## src/rtl/hex_display_ctrl_if.sv

```systemverilog
// Host-side bus of the debug-display controller: update request, sampled values,
// status flags and the six active-low 7-segment patterns.
interface hex_display_ctrl_if;
    logic [31:0] PC;
    logic [4:0]  INC;
    logic        start;
    logic        busy;
    logic        done;
    logic [6:0]  HEX0;
    logic [6:0]  HEX1;
    logic [6:0]  HEX2;
    logic [6:0]  HEX3;
    logic [6:0]  HEX4;
    logic [6:0]  HEX5;

    modport master (
        output PC, INC, start,
        input  busy, done, HEX0, HEX1, HEX2, HEX3, HEX4, HEX5
    );

    modport slave (
        input  PC, INC, start,
        output busy, done, HEX0, HEX1, HEX2, HEX3, HEX4, HEX5
    );
endinterface

```

## src/rtl/hex_display_ctrl.sv

```systemverilog
// Debug display: PC[7:0] as three decimal digits and INC as two, converted by one
// shared bit-serial divide-by-10 unit; the HEX outputs change together on commit.
module hex_display_ctrl #(
    parameter int REFRESH_CYCLES = 0,
    parameter int CNT_W          = 24
) (
    input  logic              clk,
    input  logic              reset,
    hex_display_ctrl_if.slave bus
);
    localparam logic [2:0] IDLE    = 3'd0;
    localparam logic [2:0] CAPTURE = 3'd1;
    localparam logic [2:0] DIV     = 3'd2;
    localparam logic [2:0] WRITE   = 3'd3;
    localparam logic [2:0] COMMIT  = 3'd4;

    localparam logic       JOB_PC   = 1'b0;
    localparam logic       JOB_INC  = 1'b1;
    localparam logic [6:0] SEG_ZERO = 7'b1000000;
    localparam logic [CNT_W-1:0] REFRESH_LAST =
        CNT_W'(REFRESH_CYCLES == 0 ? 0 : REFRESH_CYCLES - 1);

    logic [2:0]       r_state;
    logic             r_pending;
    logic [CNT_W-1:0] r_refresh_cnt;
    logic [4:0]       r_inc_snap;
    logic [7:0]       r_quo;
    logic [3:0]       r_rem;
    logic [2:0]       r_bit_cnt;
    logic             r_job;
    logic             r_idx;
    logic [3:0]       r_sh0, r_sh1, r_sh2, r_sh4, r_sh5;
    logic [6:0]       r_hex0, r_hex1, r_hex2, r_hex4, r_hex5;

    logic             w_refresh_hit;
    logic             w_req;
    logic [11:0]      w_div_next;
    logic             w_unused_pc;

    function automatic logic [6:0] seg_encode(input logic [3:0] d);
        case (d)
            4'd0:    seg_encode = 7'b1000000;
            4'd1:    seg_encode = 7'b1111001;
            4'd2:    seg_encode = 7'b0100100;
            4'd3:    seg_encode = 7'b0110000;
            4'd4:    seg_encode = 7'b0011001;
            4'd5:    seg_encode = 7'b0010010;
            4'd6:    seg_encode = 7'b0000010;
            4'd7:    seg_encode = 7'b1111000;
            4'd8:    seg_encode = 7'b0000000;
            4'd9:    seg_encode = 7'b0010000;
            default: seg_encode = 7'b1111111;
        endcase
    endfunction

    // One restoring step: r_quo shifts the dividend out of its MSB while the
    // quotient bits shift in at the LSB, so after 8 steps it holds the quotient.
    function automatic logic [11:0] div_step(input logic [3:0] rem, input logic [7:0] quo);
        logic [4:0] t;
        logic [4:0] d;
        t = {rem, quo[7]};
        d = t - 5'd10;
        if (t >= 5'd10) div_step = {d[3:0], quo[6:0], 1'b1};
        else            div_step = {t[3:0], quo[6:0], 1'b0};
    endfunction

    assign w_refresh_hit = (REFRESH_CYCLES != 0) && (r_refresh_cnt == REFRESH_LAST);
    assign w_req         = bus.start | w_refresh_hit;
    assign w_div_next    = div_step(r_rem, r_quo);
    assign w_unused_pc   = ^bus.PC[31:8];

    assign bus.busy = (r_state != IDLE);
    assign bus.done = (r_state == COMMIT);
    assign bus.HEX0 = r_hex0;
    assign bus.HEX1 = r_hex1;
    assign bus.HEX2 = r_hex2;
    assign bus.HEX3 = SEG_ZERO;
    assign bus.HEX4 = r_hex4;
    assign bus.HEX5 = r_hex5;

    always_ff @(posedge clk or posedge reset) begin
        if (reset)                    r_refresh_cnt <= '0;
        else if (REFRESH_CYCLES == 0) r_refresh_cnt <= '0;
        else if (w_refresh_hit)       r_refresh_cnt <= '0;
        else                          r_refresh_cnt <= r_refresh_cnt + 1'b1;
    end

    always_ff @(posedge clk or posedge reset) begin
        if (reset) begin
            r_state    <= IDLE;
            r_pending  <= 1'b0;
            r_inc_snap <= '0;
            r_quo      <= '0;
            r_rem      <= '0;
            r_bit_cnt  <= '0;
            r_job      <= JOB_PC;
            r_idx      <= 1'b0;
            r_sh0      <= '0;
            r_sh1      <= '0;
            r_sh2      <= '0;
            r_sh4      <= '0;
            r_sh5      <= '0;
            r_hex0     <= SEG_ZERO;
            r_hex1     <= SEG_ZERO;
            r_hex2     <= SEG_ZERO;
            r_hex4     <= SEG_ZERO;
            r_hex5     <= SEG_ZERO;
        end else begin
            // COMMIT consumes its own request directly, so only mid-update requests latch here.
            if (w_req && r_state != IDLE && r_state != COMMIT) r_pending <= 1'b1;

            case (r_state)
                IDLE: begin
                    if (w_req) r_state <= CAPTURE;
                end
                CAPTURE: begin
                    r_quo      <= bus.PC[7:0];
                    r_inc_snap <= bus.INC;
                    r_rem      <= '0;
                    r_bit_cnt  <= '0;
                    r_job      <= JOB_PC;
                    r_idx      <= 1'b0;
                    r_state    <= DIV;
                end
                DIV: begin
                    {r_rem, r_quo} <= w_div_next;
                    r_bit_cnt      <= r_bit_cnt + 3'd1;
                    if (r_bit_cnt == 3'd7) r_state <= WRITE;
                end
                WRITE: begin
                    r_rem <= '0;
                    if (r_job == JOB_INC) begin
                        r_sh4   <= r_rem;
                        r_sh5   <= r_quo[3:0];
                        r_state <= COMMIT;
                    end else if (!r_idx) begin
                        // The quotient left in r_quo is already the next dividend.
                        r_sh0   <= r_rem;
                        r_idx   <= 1'b1;
                        r_state <= DIV;
                    end else begin
                        r_sh1   <= r_rem;
                        r_sh2   <= r_quo[3:0];
                        r_quo   <= {3'b000, r_inc_snap};
                        r_job   <= JOB_INC;
                        r_state <= DIV;
                    end
                end
                COMMIT: begin
                    r_hex0 <= seg_encode(r_sh0);
                    r_hex1 <= seg_encode(r_sh1);
                    r_hex2 <= seg_encode(r_sh2);
                    r_hex4 <= seg_encode(r_sh4);
                    r_hex5 <= seg_encode(r_sh5);
                    if (r_pending || w_req) begin
                        r_pending <= 1'b0;
                        r_state   <= CAPTURE;
                    end else begin
                        r_state   <= IDLE;
                    end
                end
                default: r_state <= IDLE;
            endcase
        end
    end
endmodule

```

## src/flat_wrapper.sv

```systemverilog
// flat-port wrapper written by rule: the top's interface ports become plain ports
module hex_display_ctrl_flat 
#(
    parameter int REFRESH_CYCLES = 0,
    parameter int CNT_W          = 24
)
  (clk, reset, bus_PC, bus_INC, bus_start, bus_busy, bus_done, bus_HEX0, bus_HEX1, bus_HEX2, bus_HEX3, bus_HEX4, bus_HEX5);
  hex_display_ctrl_if bus_i ();
  input  logic clk;
  input  logic reset;
  input wire logic [$bits(bus_i.PC)-1:0] bus_PC;
  input wire logic [$bits(bus_i.INC)-1:0] bus_INC;
  input wire logic [$bits(bus_i.start)-1:0] bus_start;
  output wire logic [$bits(bus_i.busy)-1:0] bus_busy;
  output wire logic [$bits(bus_i.done)-1:0] bus_done;
  output wire logic [$bits(bus_i.HEX0)-1:0] bus_HEX0;
  output wire logic [$bits(bus_i.HEX1)-1:0] bus_HEX1;
  output wire logic [$bits(bus_i.HEX2)-1:0] bus_HEX2;
  output wire logic [$bits(bus_i.HEX3)-1:0] bus_HEX3;
  output wire logic [$bits(bus_i.HEX4)-1:0] bus_HEX4;
  output wire logic [$bits(bus_i.HEX5)-1:0] bus_HEX5;
  assign bus_i.PC = bus_PC;
  assign bus_i.INC = bus_INC;
  assign bus_i.start = bus_start;
  assign bus_busy = bus_i.busy;
  assign bus_done = bus_i.done;
  assign bus_HEX0 = bus_i.HEX0;
  assign bus_HEX1 = bus_i.HEX1;
  assign bus_HEX2 = bus_i.HEX2;
  assign bus_HEX3 = bus_i.HEX3;
  assign bus_HEX4 = bus_i.HEX4;
  assign bus_HEX5 = bus_i.HEX5;
  hex_display_ctrl #(.REFRESH_CYCLES(REFRESH_CYCLES), .CNT_W(CNT_W)) u_core (.clk(clk), .reset(reset), .bus(bus_i));
endmodule
```

## config.mk

```make
export PLATFORM = sky130hd
export DESIGN_NAME = hex_display_ctrl_flat
export DESIGN_NICKNAME = d
export VERILOG_FILES = /design/src/rtl/hex_display_ctrl_if.sv /design/src/rtl/hex_display_ctrl.sv /design/src/flat_wrapper.sv
export SDC_FILE = /design/constraint.sdc
export NUM_CORES = 1
export LEC_CHECK = 0
export BUFFER_PORTS_ARGS = -buffer_cell sky130_fd_sc_hd__buf_2
export CORE_AREA = 5 5 92 94
export CTS_CLUSTER_SIZE = 28
export DETAILED_ROUTE_END_ITERATION = 10
export DIE_AREA = 0 0 97 99
export GPL_ROUTABILITY_DRIVEN = 0
export MAX_ROUTING_LAYER = met4
export PLACE_DENSITY = 0.89
export SYNTH_ARGS = -nofsm -noshare
export SYNTH_HDL_FRONTEND = slang
export SYNTH_SLANG_ARGS = --single-unit
```

## constraint.sdc

```tcl
create_clock -name clk -period 4.2 [get_ports clk]
set_input_delay 0.42 -clock clk [delete_from_list [all_inputs] [get_ports clk]]
set_output_delay 0.42 -clock clk [all_outputs]
set_load 0.05 [all_outputs]
```

==> results of run 1 <==
-- cell families (layout without fill, tap and decap cells) --
| family | after synthesis | in the layout | share of synthesized area, % |
|---|---|---|---|
| and+or+nand+nor | 109 | 109 | 13.4 |
| AOI/OAI and AO/OA | 94 | 94 | 14.2 |
| DFF | 81 | 81 | 46.4 |
| buffers and inverters | 55 | 93 | 6.48 |
| muxes | 44 | 44 | 11.4 |
| adders and majority gates | 28 | 28 | 7.99 |
| other | 2 | 7 | 0.171 |
-- cell type report --
class,instances,area [µm²],share of cell area (%)
Clock buffer,11,151,3.14
Clock inverter,5,53.8,1.12
Inverter,23,86.3,1.79
Multi-Input combinational cell,282,2090,43.3
Sequential cell,81,2030,42.2
Tap cell,102,128,2.65
Timing Repair Buffer,54,275,5.72
-- through the flow --
step | cells | utilization [%] | cell area (µm²)
finish | 558 | 63.6 | 4810
global route | 558 | 63.6 | 4810
CTS | 558 | 63.6 | 4810
detailed placement | 542 | 60.9 | 4610
global placement | 542 | 60.9 | 4610
floorplan | 418 | - | 4400
-- cells in the final DEF (no fill, tap or decap), drive strengths merged, types with 4 or more instances in the layout --
master  instances
a211oi         11
a21oi          21
a31oi           4
and2            4
and3            5
buf            54
clkbuf         11
clkinv          4
conb            7
dfrtp          76
dfstp           5
ha             28
inv            23
mux2           40
mux2i           4
nand2          43
nand2b         12
nor2           12
nor2b          14
o21ai          23
o31ai          20
-- report_power, final --
| group | internal [W] | switching (W) | total, W |
|---|---|---|---|
| clock | 0.000305 | 0.000272 | 0.000577 |
| sequential | 0.00112 | 0.000359 | 0.00147 |
| combinational | 0.000779 | 0.00117 | 0.00195 |
| total | 0.00220 | 0.00180 | 0.00400 |
-- worst max path at each step --
stage | from | to | slack [ns] | cells after the start
floorplan | reset | u_core.bus.HEX0[0]$_DFFE_PP0N_ | 1.71 | 1
global placement | u_core.r_state[0]$_DFFE_PP0P_ | bus_done | 2.14 | 3
detailed placement | u_core.r_state[0]$_DFFE_PP0P_ | u_core.r_quo[1]$_DFFE_PP0P_ | 2.13 | 3
CTS | u_core.r_state[0]$_DFFE_PP0P_ | bus_done | 1.76 | 3
global route | u_core.r_state[0]$_DFFE_PP0P_ | bus_done | 1.67 | 3
finish | u_core.r_state[0]$_DFFE_PP0P_ | bus_done | 1.78 | 3
-- flip-flops by register name, summed over array words and instances (netlist names), 3 cells and up --
signal / flops
u_core.r_quo: 8
u_core.r_rem: 4
u_core.r_bit_cnt: 3
u_core.bus.HEX0: 7
u_core.bus.HEX2: 7
u_core.bus.HEX1: 7
u_core.r_sh5: 4
u_core.bus.HEX4: 7
u_core.r_inc_snap: 5
u_core.r_state: 3
u_core.r_sh4: 4
u_core.bus.HEX5: 7
u_core.r_sh2: 4
u_core.r_sh0: 4
u_core.r_sh1: 4
-- per-layer routing --
| metal | wire length [µm] | GRT usage, % | vias up |
|---|---|---|---|
| li1 | - | - | 1499 |
| met1 | 3630 | 23.0 | 1460 |
| met2 | 3770 | 29.4 | 70 |
| met3 | 354 | 3.82 | 15 |
| met4 | 166 | 7.78 | 0 |
| met5 | 0 | - | - |
==> impl_metrics.py, run 1 <==
metrics = {
    "status": {
        "run_status": "finished clean",
    },
    "synthesis": {
        "ys_types": 49,
        "synth_top_cell_area_share_pct": 43.4,
        "synth_seq_area_share_pct": 46.4,
        "syn_inst": 413,
        "yosysWarnings": 0,
        "ys_top_cells_by_area": "dfrtp_1 43%, mux2_2 9.8%, ha_1 8.0%, nand2_1 3.7%, o31ai_1 3.4%",
        "synth_top_area_cell": "dfrtp_1",
        "yosysMostFrequentCell": "dfrtp_1",
        "async_flop_share_pct": 100,
        "synth_area_um2": 4390,
        "yosys-top-cells-count": "76 x dfrtp_1, 43 x nand2_1, 38 x mux2_2, 28 x ha_1",
        "ys_seq_elements": 81,
        "synth_edf_count": 0,
        "ys.flop_type": "dfrtp_1",
        "postSynthAreaPerCell_um2": 10.6,
    },
    "clocking": {
        "cts_tree": "built",
        "cts_max_path_buffers": 2,
        "cts-resized-gates": 0,
        "clockRootBuffer": "clkbuf_8",
        "postCtsSetupRepairBufs": 0,
        "htree_levels": 3,
        "hold_buffers": 0,
        "clk_latency_ns": 0.35,
        "clk_pin_slew_ns": 0.08,
        "cts_buffers": 9,
        "cts.sinks": 81,
    },
    "detailed_routing": {
        "routed_wl_um": 7920,
        "first_pass_iters": 4,
        "postRouteAntennaNets": 0,
        "viasPerCell": 5.46,
        "drt_iter0_markers": 134,
        "drcViolationCount": 0,
        "vias": 3044,
        "wl_per_cell_um": 14.2,
    },
    "critical_path": {
        "r2r-start": "u_core.r_state[0]$_DFFE_PP0P_",
        "critPathKind": "reg2out",
        "reg2reg_depth": 3,
        "critical_path_buf_inv_count": 2,
        "worstSetupStartpointType": "register",
        "cp_max_fo": 21,
        "cp_top_family": "flip-flops",
        "worstPathRequired_ns": 3.78,
        "crit_chain": "or3b_1, inv_1, buf_2",
        "cpMaxStageDelayCell": "dfrtp_1",
        "worstPathArrival_ns": 2.00,
        "worst_path_largest_cell_delay_ns": 0.65,
        "r2r_slack_ns": 2.13,
        "reg2reg_to": "u_core.r_quo[6]$_DFFE_PP0P_",
        "end_kind": "primary output",
    },
    "timing": {
        "period_needed_ns": 2.42,
        "finalHoldViolCount": 0,
        "min_period_over_period_pct": 57.7,
        "fin_tns_setup_ns": 0,
        "finalSetupViolations": 0,
        "setup_ws_ns": 1.78,
        "final_max_slew_viol_count": 0,
        "fmax_ghz": 0.412,
        "clock_skew_ns": 0.0133,
        "relSlewSlack_pct": 52.7,
        "rsz0062_at_grt": "no",
        "worst_slew_pin_slew_ns": 0.710,
        "worst_hold_slack_ns": 0.118,
    },
    "die": {
        "initial_core_util_pct": 58.0,
        "core_um2": 7570,
        "pin_count": 84,
        "die_w_um": 97,
        "die_y_um": 99,
        "rows": 32,
        "die_area_um2": 9600,
    },
    "power": {
        "vdd_drop_max_mv": 0.434,
        "total_power_w": 0.00400,
        "p_per_area_nw_per_um2": 830,
        "power.leakage_nw": 2.34,
    },
    "global_routing": {
        "overflow": 0,
        "grt_max_degree": 58,
        "grt_pass1_wl_um": 14200,
        "antenna_found_initial": 0,
        "track_usage_pct": 18.4,
        "first_global_vias": 3024,
    },
    "placement": {
        "hpwlAfterDp_um": 5680,
        "port_buffers": 52,
        "dp_slack_ns": 2.13,
    },
    "min_path": {
        "hold_path_class": "in2async",
    },
    "run": {
        "drv_cap": 0,
    },
    "finish": {
        "nNetsFinal": 519,
        "num_antenna_cells": 0,
        "syn2layout_area_growth_pct": 9.79,
        "drive_gt1_share_pct": 28.3,
        "fillerInstances": 592,
    },
}
Power figures use the tool's default switching activity.
==> run 2: changes to the inputs <==
--- a/config.mk
+++ b/config.mk
@@ -5,14 +5,15 @@
 export SDC_FILE = /design/constraint.sdc
 export NUM_CORES = 1
 export LEC_CHECK = 0
+export ABC_AREA = 1
 export BUFFER_PORTS_ARGS = -buffer_cell sky130_fd_sc_hd__buf_2
-export CORE_AREA = 5 5 92 94
+export CORE_AREA = 5 5 97 99
 export CTS_CLUSTER_SIZE = 28
 export DETAILED_ROUTE_END_ITERATION = 10
-export DIE_AREA = 0 0 97 99
+export DIE_AREA = 0 0 102 104
 export GPL_ROUTABILITY_DRIVEN = 0
 export MAX_ROUTING_LAYER = met4
-export PLACE_DENSITY = 0.89
+export PLACE_DENSITY = 0.8
 export SYNTH_ARGS = -nofsm -noshare
 export SYNTH_HDL_FRONTEND = slang
 export SYNTH_SLANG_ARGS = --single-unit
==> constraint.sdc (replaced) <==
create_clock -name clk -period 2.2 [get_ports clk]
set_input_delay 0.22 -clock clk [delete_from_list [all_inputs] [get_ports clk]]
set_output_delay 0.22 -clock clk [all_outputs]
set_load 0.05 [all_outputs]
==> run 2 against run 1 <==
Compared with the run above: combinational power grew 110%; non-clock buffer count rose by 1; setup slack lost 1.5 ns; register-to-register slack got worse by 1.6 ns; area after synthesis down 7.8%; worst hold slack got worse by 0.055 ns; sequential share of layout area increased by 1.7 points; critical path type unchanged; critical endpoint unchanged; largest power group unchanged.
==> impl_metrics.py, run 2 <==
metrics = {
    "status": {
        "run_status": "finished clean",
    },
    "synthesis": {
        "synth_top_cell_area_share_pct": 47.1,
        "yosys-top-cells-count": "110 x nand2_1, 76 x dfrtp_1, 50 x nor2_1, 47 x a21oi_1, 42 x inv_1",
        "synthAdderAreaFrac_pct": 8.67,
        "synth_top_family_by_area": "simple AND/OR/NAND/NOR gates",
        "synth_seq_area_share_pct": 50.3,
        "synthMuxAreaShare_pct": 0,
        "syn_inst": 474,
        "synth_edf_count": 0,
        "ys_top_cells_by_area": "dfrtp_1 47%, nand2_1 10%, ha_1 8.7%, a21oi_1 5.8%, nor2_1 4.6%",
        "synthXorXnorAreaFrac_pct": 0,
        "postSynthAreaPerCell_um2": 8.53,
        "ys_types": 24,
        "synth_area_um2": 4040,
        "synth_top_area_cell": "dfrtp_1",
        "ys.flop_type": "dfrtp_1",
        "async_flop_share_pct": 100,
        "yosysMostFrequentCell": "nand2_1",
        "synth_compound_area_share_pct": 13.6,
        "yosys.area_share.simple_pct": 20.7,
        "yosysWarnings": 0,
        "ys_seq_elements": 81,
    },
    "finish": {
        "num_antenna_cells": 0,
        "fin_cells": 644,
        "final_cell_mix": "110 x nand2_1, 76 x dfrtp_1, 52 x buf_2",
        "syn2layout_area_growth_pct": 14.5,
        "nNetsFinal": 599,
        "mostFrequentLayoutCell": "nand2_1",
        "largest-register": "u_core.r_quo",
        "largest_reg_flops": 8,
        "final_area_um2": 4630,
        "drive_gt1_share_pct": 17.9,
    },
    "timing": {
        "min_period_over_period_pct": 88.9,
        "final_max_slew_viol_count": 0,
        "rsz0062_at_grt": "no",
        "period_needed_ns": 1.96,
        "fmax_ghz": 0.511,
        "fin_tns_setup_ns": 0,
        "worst_slew_pin_slew_ns": 0.605,
        "relSlewSlack_pct": 59.6,
        "worst_hold_slack_ns": 0.0629,
        "finalSetupViolations": 0,
        "finalHoldViolCount": 0,
        "clock_skew_ns": 0.00964,
    },
    "global_routing": {
        "track_usage_pct": 17.4,
        "grt_pass1_wl_um": 14600,
        "grt.busiest_layer": "met2",
        "use_met3_pct": 3.35,
        "grt_util_met1_pct": 22.7,
        "grt_max_degree": 57,
        "grt_util_met2_pct": 25.5,
        "overflow": 0,
        "antenna_found_initial": 0,
        "first_global_vias": 3206,
    },
    "clocking": {
        "cts_max_path_buffers": 2,
        "cts_tree": "built",
        "clockRootBuffer": "clkbuf_8",
        "clk_pin_slew_ns": 0.07,
        "cts.sinks": 81,
        "clk_latency_ns": 0.36,
        "htree_levels": 3,
        "cts_buffers": 9,
        "postCtsSetupRepairBufs": 0,
    },
    "critical_path": {
        "reg2reg_depth": 4,
        "reg2reg_to": "u_core.bus.HEX1[1]$_DFFE_PP0N_",
        "critPathKind": "reg2out",
        "end_kind": "primary output",
        "cp_max_fo": 16,
        "r2r-start": "u_core.r_state[0]$_DFFE_PP0P_",
        "r2r_slack_ns": 0.56,
        "worstPathRequired_ns": 1.98,
        "worstPathArrival_ns": 1.74,
        "worstSetupStartpointType": "register",
        "timing.critical_path.from": "u_core.r_state[0]$_DFFE_PP0P_",
        "cp-endpoint": "bus_done",
    },
    "power": {
        "vdd_drop_max_mv": 0.882,
        "p_comb_share_pct": 51.2,
        "p_sw_w": 0.00401,
        "power.internal_w": 0.00405,
        "total_power_w": 0.00807,
        "p_per_area_nw_per_um2": 1740,
        "clkPwrFrac_pct": 14.7,
        "power.leakage_nw": 2.36,
        "switching_share_pct": 49.8,
        "seq_power_share_pct": 34.0,
    },
    "die": {
        "initial_core_util_pct": 47.7,
        "core_um2": 8470,
        "die_area_um2": 10600,
        "pin_count": 84,
        "rows": 34,
        "die_w_um": 102,
        "die_y_um": 104,
    },
    "placement": {
        "post-place-cells": 627,
        "place_area_um2": 4400,
        "port_buffers": 52,
        "hpwlAfterDp_um": 6040,
    },
    "run": {
        "drv_cap": 0,
    },
    "detailed_routing": {
        "drcViolationCount": 0,
        "drt_iter0_markers": 277,
        "first_pass_iters": 4,
        "postRouteAntennaNets": 0,
        "vias": 3233,
        "wl_per_cell_um": 12.9,
        "routed_wl_um": 8290,
        "viasPerCell": 5.02,
    },
    "min_path": {
        "hold_path_class": "in2reg",
    },
}
==> run 2: cell types whose count changed after synthesis, sizes merged, moves of 10 or more <==
cell,change
nand2b,-12
a211oi,-11
o31ai,-20
nand2,+70
nor2b,-14
o211ai,+10
a21oi,+27
nor2,+42
clkbuf,-14
inv,+23
nand3,+21
mux2,-40
o21ai,+17
==> run 2: worst min path at each step <==
stage	slack (ns)	depth (start not counted)	end	startpoint
after detailed placement	0.32	2	u_core.bus.HEX4[2]$_DFFE_PP0N_	reset
after CTS	0.05	3	u_core.r_inc_snap[0]$_DFFE_PP0P_	bus_INC[0]
after floorplan	0.33	2	u_core.r_inc_snap[0]$_DFFE_PP0P_	bus_INC[0]
after global routing	0.05	3	u_core.r_inc_snap[1]$_DFFE_PP0P_	bus_INC[1]
after global placement	0.30	2	u_core.bus.HEX4[2]$_DFFE_PP0N_	reset
final	0.06	3	u_core.r_inc_snap[1]$_DFFE_PP0P_	bus_INC[1]
==> run 2: layer usage <==
layer,vias to the layer above,routed length [µm]
met5,-,0
met4,0,120
met3,8,496
met2,83,3920
met1,1501,3750
li1,1641,-
==> run 2: stage by stage <==
stage | utilization (%) | worst slack [ns]
floorplan | - | 0.815
global placement | 51.9 | 0.490
detailed placement | 51.9 | 0.409
CTS | 54.6 | 0.0411
global route | 54.7 | 0.108
finish | 54.7 | 0.244
==> run 2: layout make-up <==
type / count / area [µm²]
clock buffer: 13 / 149
clock inverter: 3 / 65.1
fill: 739 / 3840
inverter: 46 / 181
multi-input combinational: 338 / 1770
sequential: 81 / 2030
tap: 108 / 135
timing repair buffer: 55 / 298
==> run 2: repair_timing <==
action,in CTS,in global routing
hold buffers,1,0
endpoints found under the setup margin,0,1
resized for setup,0,2
hold endpoints to repair,21,0
==> run 2: critical path, stage by stage, from the launching register on <==
cell	delay [ns]
dfrtp_1	0.46
nor2_2	0.27
nand2_4	0.20
inv_4	0.17
buf_2	0.28
==> run 2: power by group through the flow <==
stage	clock (W)	sequential (W)	combinational (W)
CTS	0.00121	0.00274	0.00415
floorplan	0	0.00379	0.00215
detailed placement	0	0.00277	0.00412
global placement	0	0.00272	0.00400
global route	0.00127	0.00285	0.00460
finish	0.00119	0.00275	0.00413
==> run 2: cell families after synthesis <==
| group | Yosys count |
|---|---|
| AO/OA/AOI/OAI | 102 |
| adder cells (fa/ha/maj) | 28 |
| buffers and inverters | 60 |
| flip-flops | 81 |
| other | 2 |
| AND/OR/NAND/NOR | 201 |
